==> config.mk <==
export PLATFORM = sky130hd
export DESIGN_NAME = ecc_scrub_ctrl
export DESIGN_NICKNAME = d
export VERILOG_FILES = /design/src/rtl/ecc_pkg.sv /design/src/rtl/ecc_sat_counter.sv /design/src/rtl/ecc_scrub_ctrl.sv
export SDC_FILE = /design/constraint.sdc
export NUM_CORES = 1
export LEC_CHECK = 0
export CORE_MARGIN = 4
export CORE_UTILIZATION = 25
export DETAILED_ROUTE_END_ITERATION = 12
export PLACE_DENSITY = 0.5
export SYNTH_ARGS = -nofsm -noshare
export SYNTH_HDL_FRONTEND = slang
export SYNTH_SLANG_ARGS = --single-unit
==> constraint.sdc <==
create_clock -name clk -period 2.5 [get_ports clk]
set_clock_uncertainty 0.2 [all_clocks]
set_input_delay 0.5 -clock clk [delete_from_list [all_inputs] [get_ports clk]]
set_output_delay 0.5 -clock clk [all_outputs]
set_load 0.02 [all_outputs]
==> src/rtl/ecc_pkg.sv <==
// Shared definitions for the ECC scrub controller: FSM state encoding and
// the all-ones fill used by the saturating error counters.
package ecc_pkg;

    typedef logic [2:0] state_t;

    localparam state_t ST_IDLE      = 3'd0;
    localparam state_t ST_HOST_RD   = 3'd1;
    localparam state_t ST_SCRUB_RD  = 3'd2;
    localparam state_t ST_SCRUB_CHK = 3'd3;
    localparam state_t ST_SCRUB_WB  = 3'd4;

    // Counters are sliced from this, so counter widths are limited to 32 bits.
    localparam int                       SAT_MAX_WIDTH = 32;
    localparam logic [SAT_MAX_WIDTH-1:0] SAT_ALL_ONES  = '1;

endpackage

==> src/rtl/ecc_sat_counter.sv <==
// Saturating up-counter: increments on inc, sticks at all-ones.
module ecc_sat_counter
    import ecc_pkg::*;
#(
    parameter int WIDTH = 16
) (
    input  logic             clk,
    input  logic             rst,
    input  logic             inc,
    output logic [WIDTH-1:0] count
);

    localparam logic [WIDTH-1:0] COUNT_MAX = SAT_ALL_ONES[WIDTH-1:0];

    logic [WIDTH-1:0] count_q, count_d;

    always_comb begin
        count_d = count_q;
        if (inc && (count_q != COUNT_MAX)) begin
            count_d = count_q + 1'b1;
        end
    end

    always_ff @(posedge clk) begin
        if (rst) begin
            count_q <= '0;
        end else begin
            count_q <= count_d;
        end
    end

    assign count = count_q;

endmodule

==> src/rtl/ecc_scrub_ctrl.sv <==
// Host/scrub arbiter in front of a SECDED RAM with saturating error counters.
// Background scrubbing is built only when ECC_SCRUB_EN is defined.
//
// state        | meaning
// IDLE         | accepting host requests, scrub timer running
// HOST_RD      | host read data arriving from the RAM, captured for the host
// SCRUB_RD     | read of scrub_ptr issued
// SCRUB_CHK    | scrub read result evaluated for sbe/dbe
// SCRUB_WB     | corrected word written back to scrub_ptr
module ecc_scrub_ctrl
    import ecc_pkg::*;
#(
    parameter int ADDR_WIDTH     = 4,
    parameter int DATA_WIDTH     = 8,
    parameter int SCRUB_INTERVAL = 64,
    parameter int CNT_WIDTH      = 16
) (
    input  logic                  clk,
    input  logic                  rst,
    input  logic                  host_req,
    input  logic                  host_we,
    input  logic [ADDR_WIDTH-1:0] host_addr,
    input  logic [DATA_WIDTH-1:0] host_wdata,
    output logic                  host_ready,
    output logic                  host_rvalid,
    output logic [DATA_WIDTH-1:0] host_rdata,
    output logic                  host_sbe,
    output logic                  host_dbe,
    output logic [ADDR_WIDTH-1:0] ram_addr,
    output logic [DATA_WIDTH-1:0] ram_din,
    output logic                  ram_we,
    input  logic [DATA_WIDTH-1:0] ram_dout,
    input  logic                  ram_sbe,
    input  logic                  ram_dbe,
    output logic [CNT_WIDTH-1:0]  sbe_count,
    output logic [CNT_WIDTH-1:0]  dbe_count,
    output logic [ADDR_WIDTH-1:0] dbe_addr,
    output logic                  scrub_wrap
);

    if (SCRUB_INTERVAL < 2) begin : g_interval_check
        $error("SCRUB_INTERVAL must be at least 2");
    end

    state_t                state_q, state_d;
    logic                  rvalid_q, rvalid_d;
    logic [DATA_WIDTH-1:0] rdata_q, rdata_d;
    logic                  sbe_q, sbe_d;
    logic                  dbe_q, dbe_d;
    logic [ADDR_WIDTH-1:0] dbe_addr_q, dbe_addr_d;
    logic [ADDR_WIDTH-1:0] rd_addr_q, rd_addr_d;
    logic                  host_xfer;
    logic                  sbe_inc, dbe_inc;

`ifdef ECC_SCRUB_EN
    localparam int TMR_W = $clog2(SCRUB_INTERVAL);
    localparam logic [TMR_W-1:0] TMR_DUE = TMR_W'(SCRUB_INTERVAL - 1);

    logic [TMR_W-1:0]      timer_q, timer_d;
    logic [ADDR_WIDTH-1:0] ptr_q, ptr_d;
    logic                  wrap_q, wrap_d;
    logic [DATA_WIDTH-1:0] wb_data_q, wb_data_d;
`endif

    assign host_ready = (state_q == ST_IDLE) && !rst;
    assign host_xfer  = host_req && host_ready;

    always_comb begin
        state_d    = state_q;
        rvalid_d   = 1'b0;
        rdata_d    = rdata_q;
        sbe_d      = sbe_q;
        dbe_d      = dbe_q;
        dbe_addr_d = dbe_addr_q;
        rd_addr_d  = rd_addr_q;
        sbe_inc    = 1'b0;
        dbe_inc    = 1'b0;
        ram_addr   = host_addr;
        ram_din    = host_wdata;
        ram_we     = 1'b0;
`ifdef ECC_SCRUB_EN
        timer_d    = timer_q;
        ptr_d      = ptr_q;
        wrap_d     = 1'b0;
        wb_data_d  = wb_data_q;
`endif
        case (state_q)
            ST_IDLE: begin
                if (host_xfer) begin
                    ram_we    = host_we;
                    rd_addr_d = host_addr;
                    if (!host_we) begin
                        state_d = ST_HOST_RD;
                    end
                end
`ifdef ECC_SCRUB_EN
                // A due scrub waits here until the host leaves a gap.
                else if (timer_q == TMR_DUE) begin
                    timer_d = '0;
                    state_d = ST_SCRUB_RD;
                end else begin
                    timer_d = timer_q + 1'b1;
                end
`endif
            end
            ST_HOST_RD: begin
                rvalid_d = 1'b1;
                rdata_d  = ram_dout;
                sbe_d    = ram_sbe;
                dbe_d    = ram_dbe;
                sbe_inc  = ram_sbe;
                dbe_inc  = ram_dbe;
                if (ram_dbe) begin
                    dbe_addr_d = rd_addr_q;
                end
                state_d = ST_IDLE;
            end
`ifdef ECC_SCRUB_EN
            ST_SCRUB_RD: begin
                ram_addr = ptr_q;
                state_d  = ST_SCRUB_CHK;
            end
            ST_SCRUB_CHK: begin
                ram_addr  = ptr_q;
                sbe_inc   = ram_sbe;
                dbe_inc   = ram_dbe;
                wb_data_d = ram_dout;
                if (ram_dbe) begin
                    dbe_addr_d = ptr_q;
                end
                // An uncorrectable word is never written back.
                if (ram_sbe && !ram_dbe) begin
                    state_d = ST_SCRUB_WB;
                end else begin
                    ptr_d   = ptr_q + 1'b1;
                    wrap_d  = (ptr_q == '1);
                    state_d = ST_IDLE;
                end
            end
            ST_SCRUB_WB: begin
                ram_addr = ptr_q;
                ram_din  = wb_data_q;
                ram_we   = 1'b1;
                ptr_d    = ptr_q + 1'b1;
                wrap_d   = (ptr_q == '1);
                state_d  = ST_IDLE;
            end
`endif
            default: begin
                state_d = ST_IDLE;
            end
        endcase
        if (rst) begin
            ram_we = 1'b0;
        end
    end

    always_ff @(posedge clk) begin
        if (rst) begin
            state_q    <= ST_IDLE;
            rvalid_q   <= 1'b0;
            rdata_q    <= '0;
            sbe_q      <= 1'b0;
            dbe_q      <= 1'b0;
            dbe_addr_q <= '0;
            rd_addr_q  <= '0;
`ifdef ECC_SCRUB_EN
            timer_q    <= '0;
            ptr_q      <= '0;
            wrap_q     <= 1'b0;
            wb_data_q  <= '0;
`endif
        end else begin
            state_q    <= state_d;
            rvalid_q   <= rvalid_d;
            rdata_q    <= rdata_d;
            sbe_q      <= sbe_d;
            dbe_q      <= dbe_d;
            dbe_addr_q <= dbe_addr_d;
            rd_addr_q  <= rd_addr_d;
`ifdef ECC_SCRUB_EN
            timer_q    <= timer_d;
            ptr_q      <= ptr_d;
            wrap_q     <= wrap_d;
            wb_data_q  <= wb_data_d;
`endif
        end
    end

    ecc_sat_counter #(.WIDTH(CNT_WIDTH)) u_sbe_cnt (
        .clk   (clk),
        .rst   (rst),
        .inc   (sbe_inc),
        .count (sbe_count)
    );

    ecc_sat_counter #(.WIDTH(CNT_WIDTH)) u_dbe_cnt (
        .clk   (clk),
        .rst   (rst),
        .inc   (dbe_inc),
        .count (dbe_count)
    );

    assign host_rvalid = rvalid_q;
    assign host_rdata  = rdata_q;
    assign host_sbe    = sbe_q;
    assign host_dbe    = dbe_q;
    assign dbe_addr    = dbe_addr_q;
`ifdef ECC_SCRUB_EN
    assign scrub_wrap  = wrap_q;
`else
    assign scrub_wrap  = 1'b0;
`endif

endmodule

==> impl_metrics.env, run 1 <==
export IMPL_status="finished clean"
export IMPL_setup_viol=0
export IMPL_ir_drop_uv=222
export IMPL_die_x_um=108
export IMPL_yosys_top_cells_area="dfxtp_1 (42%), mux2i_1 (5.2%), a21oi_1 (5.0%)"
export IMPL_pwr_share_clk=0.321
export IMPL_drc_errors=0
export IMPL_hp_class="register to register"
export IMPL_yosysTopAreaCellShare=0.416
export IMPL_clockBufferDepth=2
export IMPL_synthXorXnorAreaFrac=0
export IMPL_grt_pass1_vias=2200
export IMPL_r2r_cells=5
export IMPL_synthArstFlopShare=0
export IMPL_portBuffers=70
export IMPL_min_delay_start="rd_addr_q[0]"
export IMPL_vias=2269
export IMPL_path_class="primary input to output port"
export IMPL_rsz0062_at_grt="no"
export IMPL_wire_per_inst_um=14.1
export IMPL_num_nets_final=370
export IMPL_synthMuxAreaShare=0.0610
export IMPL_syn_nets=307
export IMPL_hold_slack_ps=257
export IMPL_clock_root_buffer="clkbuf_8"
export IMPL_r2r_slack_ps=450
export IMPL_holdPathEnd="dbe_addr[0]"
export IMPL_hold_viol=0
export IMPL_grt_pass1_wl_um=11100
export IMPL_path_cells="clkdlybuf4s50_1, and3_1, clkdlybuf4s50_1"
export IMPL_arrival_ps=1760
export IMPL_cp_common_cell="clkdlybuf4s50_1"
export IMPL_fin_crit_ps=2460
export IMPL_max_stage_delay_ps=620
export IMPL_holdBufCountCts=0
export IMPL_crit_slowest_cell="clkdlybuf4s50_1"
export IMPL_avgSynthCellArea_um2=8.97
export IMPL_grt_use_total=0.117
export IMPL_grt_max_degree=47
export IMPL_path_buf_inv=2
export IMPL_yosysTopAreaCell="dfxtp_1"
export IMPL_core_um2=9770
export IMPL_antenna_found_initial=0
export IMPL_required_ps=1800
export IMPL_cts_setup_buffers=0
export IMPL_synthSimpleGateAreaFrac=0.272
export IMPL_synth_top_family_by_area="simple AND/OR/NAND/NOR gates"
export IMPL_diodes=0
export IMPL_cts_tree="built"
export IMPL_area_growth_pct=34.4
export IMPL_clkSinkCount=52
export IMPL_min_delay_path_depth=2
export IMPL_yosysMostFrequentCell="dfxtp_1"
export IMPL_viasPerCell=4.78
export IMPL_grt_overflow=0
export IMPL_fmax_ghz=0.406
export IMPL_synthDistinctLibCells=49
export IMPL_drtIter0Drc=67
export IMPL_r2r_start="state_q[0]"
export IMPL_synth_edf_count=0
export IMPL_path_clk_slew_ps=90
export IMPL_reg2reg_to="u_dbe_cnt.count[13]"
export IMPL_ant_nets=0
export IMPL_comb_power_share=0.089
export IMPL_numCtsBuffers=5
export IMPL_swShare=0.236
export IMPL_seq_area_frac_synth=0.416
export IMPL_sequentialPowerShare=0.591
export IMPL_cts_htree_levels=2
export IMPL_dp_final_hpwl_um=4860
export IMPL_final_max_slew_viol_count=0
export IMPL_nFillCells=1041
export IMPL_slew_limit_headroom=0.569
export IMPL_cp_start_kind="primary input"
export IMPL_totalNegativeSetupSlack_ps=0
export IMPL_worst_path_max_fanout=2
export IMPL_yosys_warnings=0
export IMPL_drive_gt1_frac=0.0906
export IMPL_worstMarginPinSlew_ps=641
export IMPL_die_y_um=108
export IMPL_power_switching_uw=339
export IMPL_maxCapViolCount=0
export IMPL_synthFlopType="dfxtp_1"
export IMPL_synth_commonest_cells="dfxtp_1 (52), a21oi_1 (25), nor2_1 (23)"
export IMPL_leakagePower_nw=1.11
export IMPL_p_per_area_nw_per_um2=426
export IMPL_gp_congestion=0.742
export IMPL_clkLatencyLatePin_ps=300
export IMPL_cts_resized=0
export IMPL_first_pass_iters=4
export IMPL_netlist_area_um2=2500
export IMPL_p_int_mw=1.09
export IMPL_synth_compound_area_frac=0.167
export IMPL_dieArea_um2=11700
export IMPL_ys_ff_latch=52
export IMPL_period_share=0.984
export IMPL_wl_um=6690
export IMPL_syn_instance_count=279
export IMPL_start_util=0.256
export IMPL_worstSetupEndpointType="output port"
export IMPL_path_delay_family="buffers and inverters"
export IMPL_rows=36
export IMPL_synth_adder_area_share=0.0100
export IMPL_pin_count=88
sequential cells by signal (all words and copies together) (netlist names):
register,count
dbe_addr,4
host_dbe,1
host_rdata,8
host_rvalid,1
host_sbe,1
rd_addr_q,4
state_q,1
u_dbe_cnt.count,16
u_sbe_cnt.count,16
layer usage:
layer	global-route usage	vias to the layer above	routed length, um
met3	0.0281	4	367
met4	0.0325	0	70
met5	0	-	0
met1	0.150	1054	3120
li1	-	1154	-
met2	0.194	57	3130
how the worst max path moves through the flow:
stage	startpoint	end	cells past startpoint
2_1_floorplan	rst	ram_we	3
3_3_place_gp	host_req	ram_we	3
3_5_place_dp	host_req	ram_we	3
4_1_cts	host_req	ram_we	3
5_1_grt	host_req	ram_we	3
6_report	host_req	ram_we	3
area by class of cell:
class	count	area [um^2]	area share
clock buffer	6	72.6	0.0216
multi-input combinational	196	1280	0.380
timing repair buffer	81	778	0.231
tap	133	166	0.0495
sequential	52	1040	0.310
clock inverter	1	5.00	0.00149
inverter	6	22.5	0.00670
cell families after synthesis:
family | count (synthesis)
AND/OR/NAND/NOR | 114
flip-flops | 52
buffers and inverters | 31
other | 1
AO/OA/AOI/OAI | 64
adder cells (fa/ha/maj) | 2
multiplexers | 15
worst min-delay path: cells and delay by family, from the launching register on:
kind | cells | cell delay, ps
AOI/OAI and AO/OA | 1 | 50
DFF | 1 | 320
and+or+nand+nor | 1 | 50
power groups by stage:
stage / Combinational, mW / Clock [mW] / Sequential, mW
final: 0.127 / 0.460 / 0.847
after global routing: 0.138 / 0.518 / 0.849
after CTS: 0.130 / 0.486 / 0.847
after detailed placement: 0.129 / 0 / 0.866
after global placement: 0.128 / 0 / 0.866
after floorplan: 0.0753 / 0 / 0.874
metrics by stage:
step / setup WS (ps) / util / total power, mW / instance area [um^2] / std cells
6_report: 39.1 / 0.344 / 1.43 / 3360 / 475
5_1_grt: 16.4 / 0.344 / 1.51 / 3360 / 475
4_1_cts: 48.9 / 0.344 / 1.46 / 3360 / 475
3_5_place_dp: 57.5 / 0.336 / 0.995 / 3290 / 468
3_3_place_gp: 85.9 / 0.336 / 0.994 / 3290 / 468
2_1_floorplan: 435 / - / 0.949 / 2500 / 279
placed cells by master, fill, tap and decap left out, types with 7 or more instances in the layout:
master / n
a21oi_1: 25
buf_4: 11
clkdlybuf4s50_1: 69
dfxtp_1: 52
mux2i_1: 13
nand2_1: 21
nand3_1: 9
nand4_1: 8
nor2_1: 23
o21ai_0: 9
o31ai_1: 9
or4_1: 7
(Power assumes the default switching activity.)
==> run 2, diff against run 1 <==
--- a/config.mk
+++ b/config.mk
@@ -6,9 +6,9 @@
 export NUM_CORES = 1
 export LEC_CHECK = 0
 export CORE_MARGIN = 4
-export CORE_UTILIZATION = 25
+export CORE_UTILIZATION = 35
 export DETAILED_ROUTE_END_ITERATION = 12
-export PLACE_DENSITY = 0.5
+export PLACE_DENSITY = 0.65
 export SYNTH_ARGS = -nofsm -noshare
 export SYNTH_HDL_FRONTEND = slang
 export SYNTH_SLANG_ARGS = --single-unit
==> impl_metrics.env, run 2 (synthesis results as in run 1) <==
export IMPL_cts_tree="built"
export IMPL_fin_crit_ps=2410
export IMPL_drc_errors=0
export IMPL_hold_viol=0
export IMPL_grt_pass1_vias=2141
export IMPL_totalNegativeSetupSlack_ps=0
export IMPL_holdBufCountCts=0
export IMPL_clkLatencyLatePin_ps=300
export IMPL_crit_slowest_cell="clkdlybuf4s50_1"
export IMPL_max_stage_delay_ps=590
export IMPL_dp_final_hpwl_um=4590
export IMPL_num_nets_final=371
export IMPL_mostFrequentLayoutCells="clkdlybuf4s50_1 (69), dfxtp_1 (52), a21oi_1 (25)"
export IMPL_diodes=0
export IMPL_start_util=0.364
export IMPL_status="finished clean"
export IMPL_die_x_um=92.6
export IMPL_cp_start_kind="primary input"
export IMPL_worstSetupEndpointType="output port"
export IMPL_rsz0062_at_grt="no"
export IMPL_portBuffers=70
export IMPL_core_um2=6870
export IMPL_leakagePower_nw=1.14
export IMPL_clock_root_buffer="clkbuf_8"
export IMPL_numCtsBuffers=5
export IMPL_hold_slack_ps=264
export IMPL_final_max_slew_viol_count=0
export IMPL_path_cells="clkdlybuf4s50_1, and3_1, clkdlybuf4s50_1"
export IMPL_nFillCells=657
export IMPL_mostFrequentLayoutCell="clkdlybuf4s50_1"
export IMPL_slew_limit_headroom=0.608
export IMPL_arrival_ps=1710
export IMPL_hp_class="primary input to register"
export IMPL_worst_path_max_fanout=2
export IMPL_first_pass_iters=4
export IMPL_cts_htree_levels=2
export IMPL_setup_viol=0
export IMPL_worstMarginPinSlew_ps=584
export IMPL_fmax_ghz=0.415
export IMPL_p_per_area_nw_per_um2=477
export IMPL_grt_max_degree=47
export IMPL_die_y_um=92.6
export IMPL_cts_resized=0
export IMPL_area_growth_pct=34.8
export IMPL_rows=30
export IMPL_drtIter0Drc=117
export IMPL_cts_setup_buffers=0
export IMPL_period_share=0.965
export IMPL_met3_usage=0.0366
export IMPL_required_ps=1800
export IMPL_ant_nets=0
export IMPL_cp_common_cell="clkdlybuf4s50_1"
export IMPL_clockBufferDepth=2
export IMPL_grt_use_total=0.152
export IMPL_dieArea_um2=8570
export IMPL_grt_overflow=0
export IMPL_power_mw=1.61
export IMPL_grtUsageMet1=0.205
export IMPL_post_place_ws_ps=75.2
export IMPL_drive_gt1_frac=0.0988
export IMPL_maxCapViolCount=0
export IMPL_fin_ws_ps=88.5
export IMPL_wire_per_inst_um=14.8
export IMPL_gp_congestion=0.807
export IMPL_grt_use_met2=0.240
export IMPL_pin_count=88
export IMPL_path_class="primary input to output port"
export IMPL_wl_um=6510
export IMPL_vias=2314
export IMPL_viasPerCell=5.26
export IMPL_path_clk_slew_ps=90
export IMPL_antenna_found_initial=0
export IMPL_ir_drop_uv=182
export IMPL_clkSinkCount=52
export IMPL_grt_pass1_wl_um=10700
export IMPL_gr_max_usage_layer="met2"
## run 2: changes by cell type in the layout (fill, tap and decap cells not counted)
cell	previous run	this run
clkbuf_8	5	7
clkinv_2	1	0
buf_4	11	12
clkbuf_1	1	0
bufinv_16	0	1
## run 2: worst max-delay path: cells and delay by family
family	cells	cell delay (ps)
buf+inv	2	1060
simple gates	1	150
## run 2: power breakdown
part	switching [mW]	leakage [nW]	internal [mW]
clock network	0.277	0.0645	0.353
logic	0.0641	0.658	0.0655
registers	0.00734	0.420	0.840
## run 2: cell type report
class	instances	area (um^2)	share of cell area
clock buffers	7	96.3	0.0286
repair buffers	82	786	0.233
clock inverters	1	30.0	0.00890
inverters	6	22.5	0.00668
multi-input cells	196	1280	0.379
well taps	96	120	0.0356
flip-flops and latches	52	1040	0.309
## run 2: per-layer routing
metal | part of all wire | vias up
met5 | 0 | -
met4 | 0.013 | 0
met3 | 0.055 | 7
met2 | 0.46 | 61
met1 | 0.47 | 1092
li1 | - | 1154
## run 2: metrics by stage
| stage | util | instance area [um^2] | cells |
|---|---|---|---|
| after global routing | 0.491 | 3370 | 440 |
| final | 0.491 | 3370 | 440 |
| after global placement | 0.473 | 3250 | 432 |
| after floorplan | - | 2500 | 279 |
| after CTS | 0.491 | 3370 | 440 |
| after detailed placement | 0.473 | 3250 | 432 |
## run 2: final timing paths
path                                          from                 end  slack (ps)  cells past startpoint
worst max-delay path                      host_req              ram_we          90                      3
worst min-delay path                           rst          state_q[0]         260                      4
worst max register to register  u_dbe_cnt.count[0]  u_dbe_cnt.count[3]         490                      6
worst min register to register        rd_addr_q[0]         dbe_addr[0]         260                      2
==> run 3, diff against run 2 <==
--- a/config.mk
+++ b/config.mk
@@ -8,7 +8,8 @@
 export CORE_MARGIN = 4
 export CORE_UTILIZATION = 35
 export DETAILED_ROUTE_END_ITERATION = 12
-export PLACE_DENSITY = 0.65
+export PLACE_DENSITY_LB_ADDON = 0.05
 export SYNTH_ARGS = -nofsm -noshare
 export SYNTH_HDL_FRONTEND = slang
 export SYNTH_SLANG_ARGS = --single-unit
+export TNS_END_PERCENT = 5
==> impl_metrics.env, run 3 (synthesis results as in run 1) <==
export IMPL_status="finished clean"
export IMPL_clock_root_buffer="clkbuf_8"
export IMPL_grt_overflow=0
export IMPL_postPlaceCellArea_um2=3220
export IMPL_post_place_ws_ps=57.4
export IMPL_cts_setup_buffers=0
export IMPL_hold_viol=0
export IMPL_grt_max_degree=47
export IMPL_leakagePower_nw=1.12
export IMPL_nFillCells=671
export IMPL_fmax_ghz=0.409
export IMPL_rows=30
export IMPL_viasPerCell=5.24
export IMPL_slew_limit_headroom=0.574
export IMPL_dieArea_um2=8570
export IMPL_clkSinkCount=52
export IMPL_period_share=0.979
export IMPL_hold_slack_ps=261
export IMPL_gp_congestion=0.767
export IMPL_ir_drop_uv=256
export IMPL_arrival_ps=1750
export IMPL_cp_start_kind="primary input"
export IMPL_ant_nets=0
export IMPL_vias=2292
export IMPL_fin_ws_ps=52.2
export IMPL_p_per_area_nw_per_um2=470
export IMPL_drtIter0Drc=111
export IMPL_totalNegativeSetupSlack_ps=0
export IMPL_path_class="primary input to output port"
export IMPL_path_clk_slew_ps=100
export IMPL_antenna_found_initial=0
export IMPL_fin_area_um2=3340
export IMPL_clkLatencyLatePin_ps=310
export IMPL_fin_crit_ps=2450
export IMPL_cts_tree="built"
export IMPL_clockBufferDepth=2
export IMPL_mostFrequentLayoutCell="clkdlybuf4s50_1"
export IMPL_required_ps=1800
export IMPL_drive_gt1_frac=0.0909
export IMPL_setup_viol=0
export IMPL_grt_pass1_wl_um=10400
export IMPL_mostFrequentLayoutCells="clkdlybuf4s50_1 (69), dfxtp_1 (52), a21oi_1 (25)"
export IMPL_cts_resized=0
export IMPL_die_y_um=92.6
export IMPL_final_max_slew_viol_count=0
export IMPL_numCtsBuffers=5
export IMPL_die_x_um=92.6
export IMPL_cts_htree_levels=2
export IMPL_wl_um=6290
export IMPL_dp_final_hpwl_um=4510
export IMPL_grt_pass1_vias=2108
export IMPL_worst_path_max_fanout=3
export IMPL_first_pass_iters=4
export IMPL_drc_errors=0
export IMPL_diodes=0
export IMPL_portBuffers=70
export IMPL_wire_per_inst_um=14.4
export IMPL_area_growth_pct=33.4
export IMPL_worstSetupEndpointType="output port"
export IMPL_holdBufCountCts=0
export IMPL_worstMarginPinSlew_ps=634
export IMPL_rsz0062_at_grt="no"
export IMPL_maxCapViolCount=0
export IMPL_grt_use_total=0.148
export IMPL_num_nets_final=368
export IMPL_pin_count=88
export IMPL_core_um2=6870
export IMPL_power_mw=1.57
export IMPL_start_util=0.364
export IMPL_hp_class="register to register"
## run 3: through the flow
step                      std cells  utilization
after detailed placement        429        0.469
after global placement          429        0.469
final                           437        0.486
after floorplan                 279            -
after CTS                       437        0.486
after global routing            437        0.486
## run 3: worst paths after layout
path	start	endpoint	slack, ps	depth (start not counted)
min reg2reg	rd_addr_q[3]	dbe_addr[3]	260	2
max reg2reg	state_q[0]	u_sbe_cnt.count[11]	460	5
max	host_req	ram_we	50	3
min	rd_addr_q[3]	dbe_addr[3]	260	2
## run 3: per-layer routing
layer | global-route usage | share of wire | vias to the layer above
met2 | 0.225 | 0.43 | 65
met4 | 0.0458 | 0.011 | 0
met5 | 0 | 0 | -
li1 | - | - | 1143
met3 | 0.0471 | 0.074 | 6
met1 | 0.199 | 0.49 | 1078
## run 3: final cells by class
cell class	count	area [um^2]	area share
clock buffer	5	68.8	0.0206
inverter	6	22.5	0.00674
multi-input combinational	196	1280	0.383
clock inverter	3	46.3	0.0139
tap	96	120	0.0360
sequential	52	1040	0.312
timing repair buffer	79	763	0.229
## run 3: power by group
group          switching, mW  leakage, nW  internal [mW]
Sequential           0.00766        0.420          0.840
Clock                  0.297       0.0548          0.302
Combinational         0.0618        0.642         0.0612
Total                  0.367         1.12           1.20
## run 3: worst max-delay path: stages
cell and delay (ps):
clkdlybuf4s50_1 490, and3_1 160, clkdlybuf4s50_1 600
==> edit 1: new RTL, config.mk and constraints of run 3 <==
The option `ECC_SCRUB_EN` is turned on by a define.
--- a/src/rtl/ecc_scrub_ctrl.sv
+++ b/src/rtl/ecc_scrub_ctrl.sv
@@ -7,6 +7,8 @@
 // SCRUB_RD     | read of scrub_ptr issued
 // SCRUB_CHK    | scrub read result evaluated for sbe/dbe
 // SCRUB_WB     | corrected word written back to scrub_ptr
+`define ECC_SCRUB_EN
+
 module ecc_scrub_ctrl
     import ecc_pkg::*;
 #(
Behaviour: no difference found for any inputs over 10 cycles, from zero or initial values and one cycle with rst high; that may be too few to reach the edited logic, so the function may still have changed.
==> edit 1 against run 3 <==
  * Critical path depth increased by 1
  * Sequential cell count increased by 21
  * Wire length increased by 43%
  * Cell area increased by 45%
  * Power increased by 57%
  * Synthesized area increased by 40%
  * Setup slack improved by 0.0069 ns
  * Hold slack got worse by 0.0029 ns
  * Combinational power increased by 72%
==> edit 1: results (changes against run 3) <==
- Async SR Flop Fraction: 0 (unchanged)
- GPL Wtd Cong: 0.753 (-1.8%)
- H-tree depth: 3 (+1)
- CP peak stage delay: 0.37 ns (-0.23 ns)
- First-pass GRT wire length: 14900 um (+44%)
- Status: completed
- CP endpoint: ram_din[1]
- Largest cells by area after synthesis: dfxtp_1 42%, mux2_2 9.0%, a21oi_1 4.7%
- Largest net degree at the start of global routing: 55 (+17%)
- R2R Path End: u_sbe_cnt.count[13]
- Max clock buf depth: 2 (unchanged)
- Number of CTS-inserted buffers: 9 (+4)
- Ant. Diodes: 0 (unchanged)
- Reg clk slew, reported paths: 0.08 ns (-0.02 ns)
- Flop-to-flop setup slack: 0.35 ns (-0.11 ns)
- Leakage dissipation: 1.72 nW (+54%)
- Clk_lat worst skew: 0.33 ns (+0.02 ns)
- Yosys warning count: 0 (unchanged)
- Placed cell area: 4670 um2 (+45%)
- Total iterations of the first detailed-routing run: 4 (unchanged)
- Clk root buf: clkbuf_8
- Synth cell count leaders: 73 x dfxtp_1, 40 x nand2_1, 37 x nor2_1
- Worst min path class: flip-flop to flip-flop
- Nets: 535 (+45%)
- Slew @ Worst Pin: 0.594 ns (-0.0399 ns)
- DP HPWL: 6390 um (+42%)
- Initial antenna violation count: 0 (unchanged)
- Synth unique cells: 47 (-4.1%)
- Final setup margin: 0.0590 ns (+0.00690 ns)
- Register area share after synthesis: 0.416 (about the same)
- Slowest CP cell: dfxtp_2
- Layout cells sized above 1: 0.188 (+0.0973)
- Vias/cell: 5.00 (-4.6%)
- 1st-iter DRT viols: 92 (-17%)
- Vias in the first global route: 3131 (+49%)
- Overall global routing resource usage: 0.156 (+0.00835)
- Peak supply drop: 250 uV (-2.2%)
- Hold Vio Cnt, Final: 0 (unchanged)
- Setup crit start: state_q[2]
- Drt total wl: 9000 um (+43%)
- Reg2reg start: u_sbe_cnt.count[2]
- Syn Nets: 430 (+40%)
- Crit Path Max Fanout: 10 (+7)
- Setup WS pre-CTS: 0.0128 ns (-0.0446 ns)
- IO buf count: 87 (+24%)
- FF-to-FF path depth: 4 (-1)
## edit 1: cell types whose count changed after synthesis, sizes merged, moves of 5 or more
cell	delta
mux2	+26
dfxtp	+21
nand2	+19
nor2b	+15
nor2	+13
buf	-10
a21oi	+8
clkbuf	+8
nand3	+5
## edit 1: how the worst min path moves through the flow
stage | startpoint | endpoint | slack, ns | cells after the start
6_report | wb_data_q[0] | wb_data_q[0] | 0.26 | 2
5_1_grt | wb_data_q[5] | wb_data_q[5] | 0.28 | 2
2_1_floorplan | wb_data_q[0] | wb_data_q[0] | 0.23 | 2
3_5_place_dp | wb_data_q[5] | wb_data_q[5] | 0.25 | 2
3_3_place_gp | wb_data_q[3] | wb_data_q[3] | 0.24 | 2
4_1_cts | wb_data_q[5] | wb_data_q[5] | 0.26 | 2
## edit 1: final cells by class
type | count | area (um2)
repair buffers | 117 | 1030
inverters | 7 | 26.3
clock buffers | 11 | 151
fillers | 974 | 4920
multi-input cells | 297 | 1940
well taps | 133 | 166
clock inverters | 5 | 77.6
flip-flops and latches | 73 | 1460
## edit 1: power by group
part / switching, W / internal, W / total [W]
logic: 0.000102 / 0.000108 / 0.000211
registers: 0.0000131 / 0.00118 / 0.00119
clock network: 0.000439 / 0.000614 / 0.00105
total: 0.000555 / 0.00190 / 0.00246
## edit 1: cell families (layout without fill, tap and decap cells)
family	Yosys count	after routing	synth area share
XOR/XNOR	3	3	0.00748
multiplexers	42	42	0.130
flip-flops	73	73	0.416
AND/OR/NAND/NOR	180	180	0.277
AO/OA/AOI/OAI	68	68	0.119
buffers and inverters	30	140	0.0367
adder cells (fa/ha/maj)	4	4	0.0142
## edit 1: repair_timing
| item | in CTS | in global routing |
|---|---|---|
| gates resized for setup | 15 | 28 |
| buffers inserted | 0 | 1 |
| setup endpoints to repair | 14 | 13 |
| hold buffers | 0 | 0 |
## edit 1: routing by layer
| metal | track usage | wire [um] | vias up |
|---|---|---|---|
| met4 | 0.0496 | 81 | 0 |
| met3 | 0.0322 | 383 | 7 |
| met2 | 0.265 | 4280 | 51 |
| met5 | 0 | 0 | - |
| met1 | 0.199 | 4260 | 1510 |
| li1 | - | - | 1649 |
## edit 1: worst max-delay path: cells and delay by family, from the launching register on
kind,cells,cell delay [ns]
flops,1,0.37
buf+inv,2,0.48
mux,1,0.34
simple gates,1,0.22
## edit 1: per-stage QoR
step / TNS, ns / instances
2_1_floorplan: 0 / 400
4_1_cts: -0.593 / 642
3_5_place_dp: 0 / 626
6_report: 0 / 643
3_3_place_gp: 0 / 626
5_1_grt: -0.0400 / 643
==> edit 2: new RTL, settings of run 3 <==
Made on the original files. Take the reset off `rdata_q` and load it in a clocked block of its own.
--- a/src/rtl/ecc_scrub_ctrl.sv
+++ b/src/rtl/ecc_scrub_ctrl.sv
@@ -159,7 +159,6 @@
         if (rst) begin
             state_q    <= ST_IDLE;
             rvalid_q   <= 1'b0;
-            rdata_q    <= '0;
             sbe_q      <= 1'b0;
             dbe_q      <= 1'b0;
             dbe_addr_q <= '0;
@@ -173,7 +172,6 @@
         end else begin
             state_q    <= state_d;
             rvalid_q   <= rvalid_d;
-            rdata_q    <= rdata_d;
             sbe_q      <= sbe_d;
             dbe_q      <= dbe_d;
             dbe_addr_q <= dbe_addr_d;
@@ -185,6 +183,10 @@
             wb_data_q  <= wb_data_d;
 `endif
         end
+    end
+
+    always_ff @(posedge clk) begin
+        rdata_q <= rdata_d;
     end
 
     ecc_sat_counter #(.WIDTH(CNT_WIDTH)) u_sbe_cnt (
Behaviour: differs if rst is asserted again (counterexample within 4 cycles, from zero or initial values and one cycle with rst high); with rst held inactive, the same outputs for 10 cycles.
==> edit 2 against run 3 <==
  * Setup slack improved by 0.037 ns
  * Hold slack got worse by 0.0035 ns
  * Wire length down 5.3%
  * Sequential cell count did not move
  * Power increased by 12%
  * Critical path depth stayed put
  * Cell area is 0.75% higher
  * Highest routed layer unchanged
  * Synthesized area grew 0.40%
  * Global-route usage down 0.90 points
  * Final cell count is 4.1% lower
==> edit 2: results (changes against run 3) <==
- Yosys warning count: 0 (unchanged)
- First-pass GRT wire length: 9850 um (-4.9%)
- Cell count after placement: 411 (-4.2%)
- Flop-to-flop setup slack: 0.46 ns (about the same)
- Via count of the routed design: 2135 (-6.8%)
- Crit path time final: 2.41 ns (-0.0366 ns)
- Async SR Flop Fraction: 0 (unchanged)
- Top_reg_cell synth: dfxtp_1
- Drt total wl: 5950 um (-5.3%)
- DR WL/cell: 14.2 um (-1.3%)
- Status: completed
- Max-slew headroom: 0.644 (+0.0694)
- Overall global routing resource usage: 0.139 (-0.00900)
- Register area share after synthesis: 0.446 (+0.0302)
- Post-synth EDFFs: 8 (+8)
- Max clock buf depth: 2 (unchanged)
- Setup WS pre-CTS: 0.0831 ns (+0.0257 ns)
- Crit path arrival time: 1.71 ns (-0.04 ns)
- Post-Syn Area per Cell: 9.52 um2 (+6.1%)
- Synth unique cells: 44 (-10%)
- Crit Path Max Fanout: 2 (-1)
- Clk_lat worst skew: ~0.30 ns
- Hold_ws: 0.258 ns (-0.00353 ns)
- Post-CTS sizing: 0 (unchanged)
- Initial antenna violation count: 0 (unchanged)
- DP HPWL: 4330 um (-4.2%)
- Largest net degree at the start of global routing: 53 (+13%)
- Worst min path class: flip-flop to flip-flop
- Total iterations of the first detailed-routing run: 4 (unchanged)
- Synth cell count leaders: 44 x dfxtp_1, 24 x nor2_1, 21 x nand2_1
- Vias in the first global route: 2004 (-4.9%)
- Syn Nets: 292 (-4.9%)
- 1st-iter DRT viols: 57 (-49%)
- Reg clk slew, reported paths: around 0.09 ns
- Layout cells sized above 1: 0.102 (+0.0113)
- Number of CTS-inserted buffers: 5 (unchanged)
- GPL Wtd Cong: 0.756 (-1.3%)
- Nets: 350 (-4.9%)
- Placed cell area: 3200 um2 (-0.66%)
- Post-CTS Setup Inserts: 0 (unchanged)
- H-tree depth: 2 (unchanged)
- Leakage dissipation: 1.19 nW (+6.0%)
- Clk root buf: clkbuf_8
- Ant. Diodes: 0 (unchanged)
- Largest cells by area after synthesis: dfxtp_1 35%, edfxtp_1 9.6%, buf_4 4.8%
- IO buf count: 70 (unchanged)
- Peak supply drop: 229 uV (-11%)
## edit 2: cell count changes after synthesis, sizes merged, moves of 5 or more
cell and change:
dfxtp -8, o21a -5, nor3 +6, and4 +5, a21oi -5, edfxtp +8
mux2 +5, nand4 -5, nor2b +5, mux2i -8, a211oi +5, o21ai -6
## edit 2: cells by family (layout without fill, tap and decap cells)
logic type / Yosys count / in the layout / share of synthesized area
and+or+nand+nor: 117 / 117 / 0.278
DFF: 52 / 52 / 0.446
AOI/OAI and AO/OA: 50 / 50 / 0.136
buffers and inverters: 30 / 89 / 0.0752
muxes: 12 / 12 / 0.0528
adders and majority gates: 2 / 2 / 0.00996
other: 1 / 1 / 0.00149
## edit 2: final timing paths
kind,endpoint,start,depth (start not counted)
setup / recovery,ram_we,host_req,3
hold / removal,dbe_addr[0],rd_addr_q[0],2
setup reg to reg,u_dbe_cnt.count[13],state_q[0],5
hold reg to reg,dbe_addr[0],rd_addr_q[0],2
## edit 2: worst max-delay path: stages
cell and delay (ns):
clkdlybuf4s50_1 0.47, and3_1 0.15, clkdlybuf4s50_1 0.59
## edit 2: cell type report
type                            count  area (um2)
Multi-Input combinational cell    182        1200
Timing Repair Buffer               76         741
Tap cell                           96         120
Inverter                            5        18.8
Sequential cell                    52        1120
Clock inverter                      3        90.1
Clock buffer                        5        68.8
Fill cell                         696        3500
## edit 2: where the power goes
part	switching (W)	internal, W	total (W)
sequential	0.00000640	0.000860	0.000866
clock	0.000282	0.000500	0.000782
combinational	0.0000548	0.0000579	0.000113
## edit 2: metal layers
layer,share of wire,GRT usage,wire (um)
met5,0,0,0
met2,0.41,0.201,2450
met4,0.0077,0.0342,46
met3,0.055,0.0382,326
met1,0.53,0.203,3130
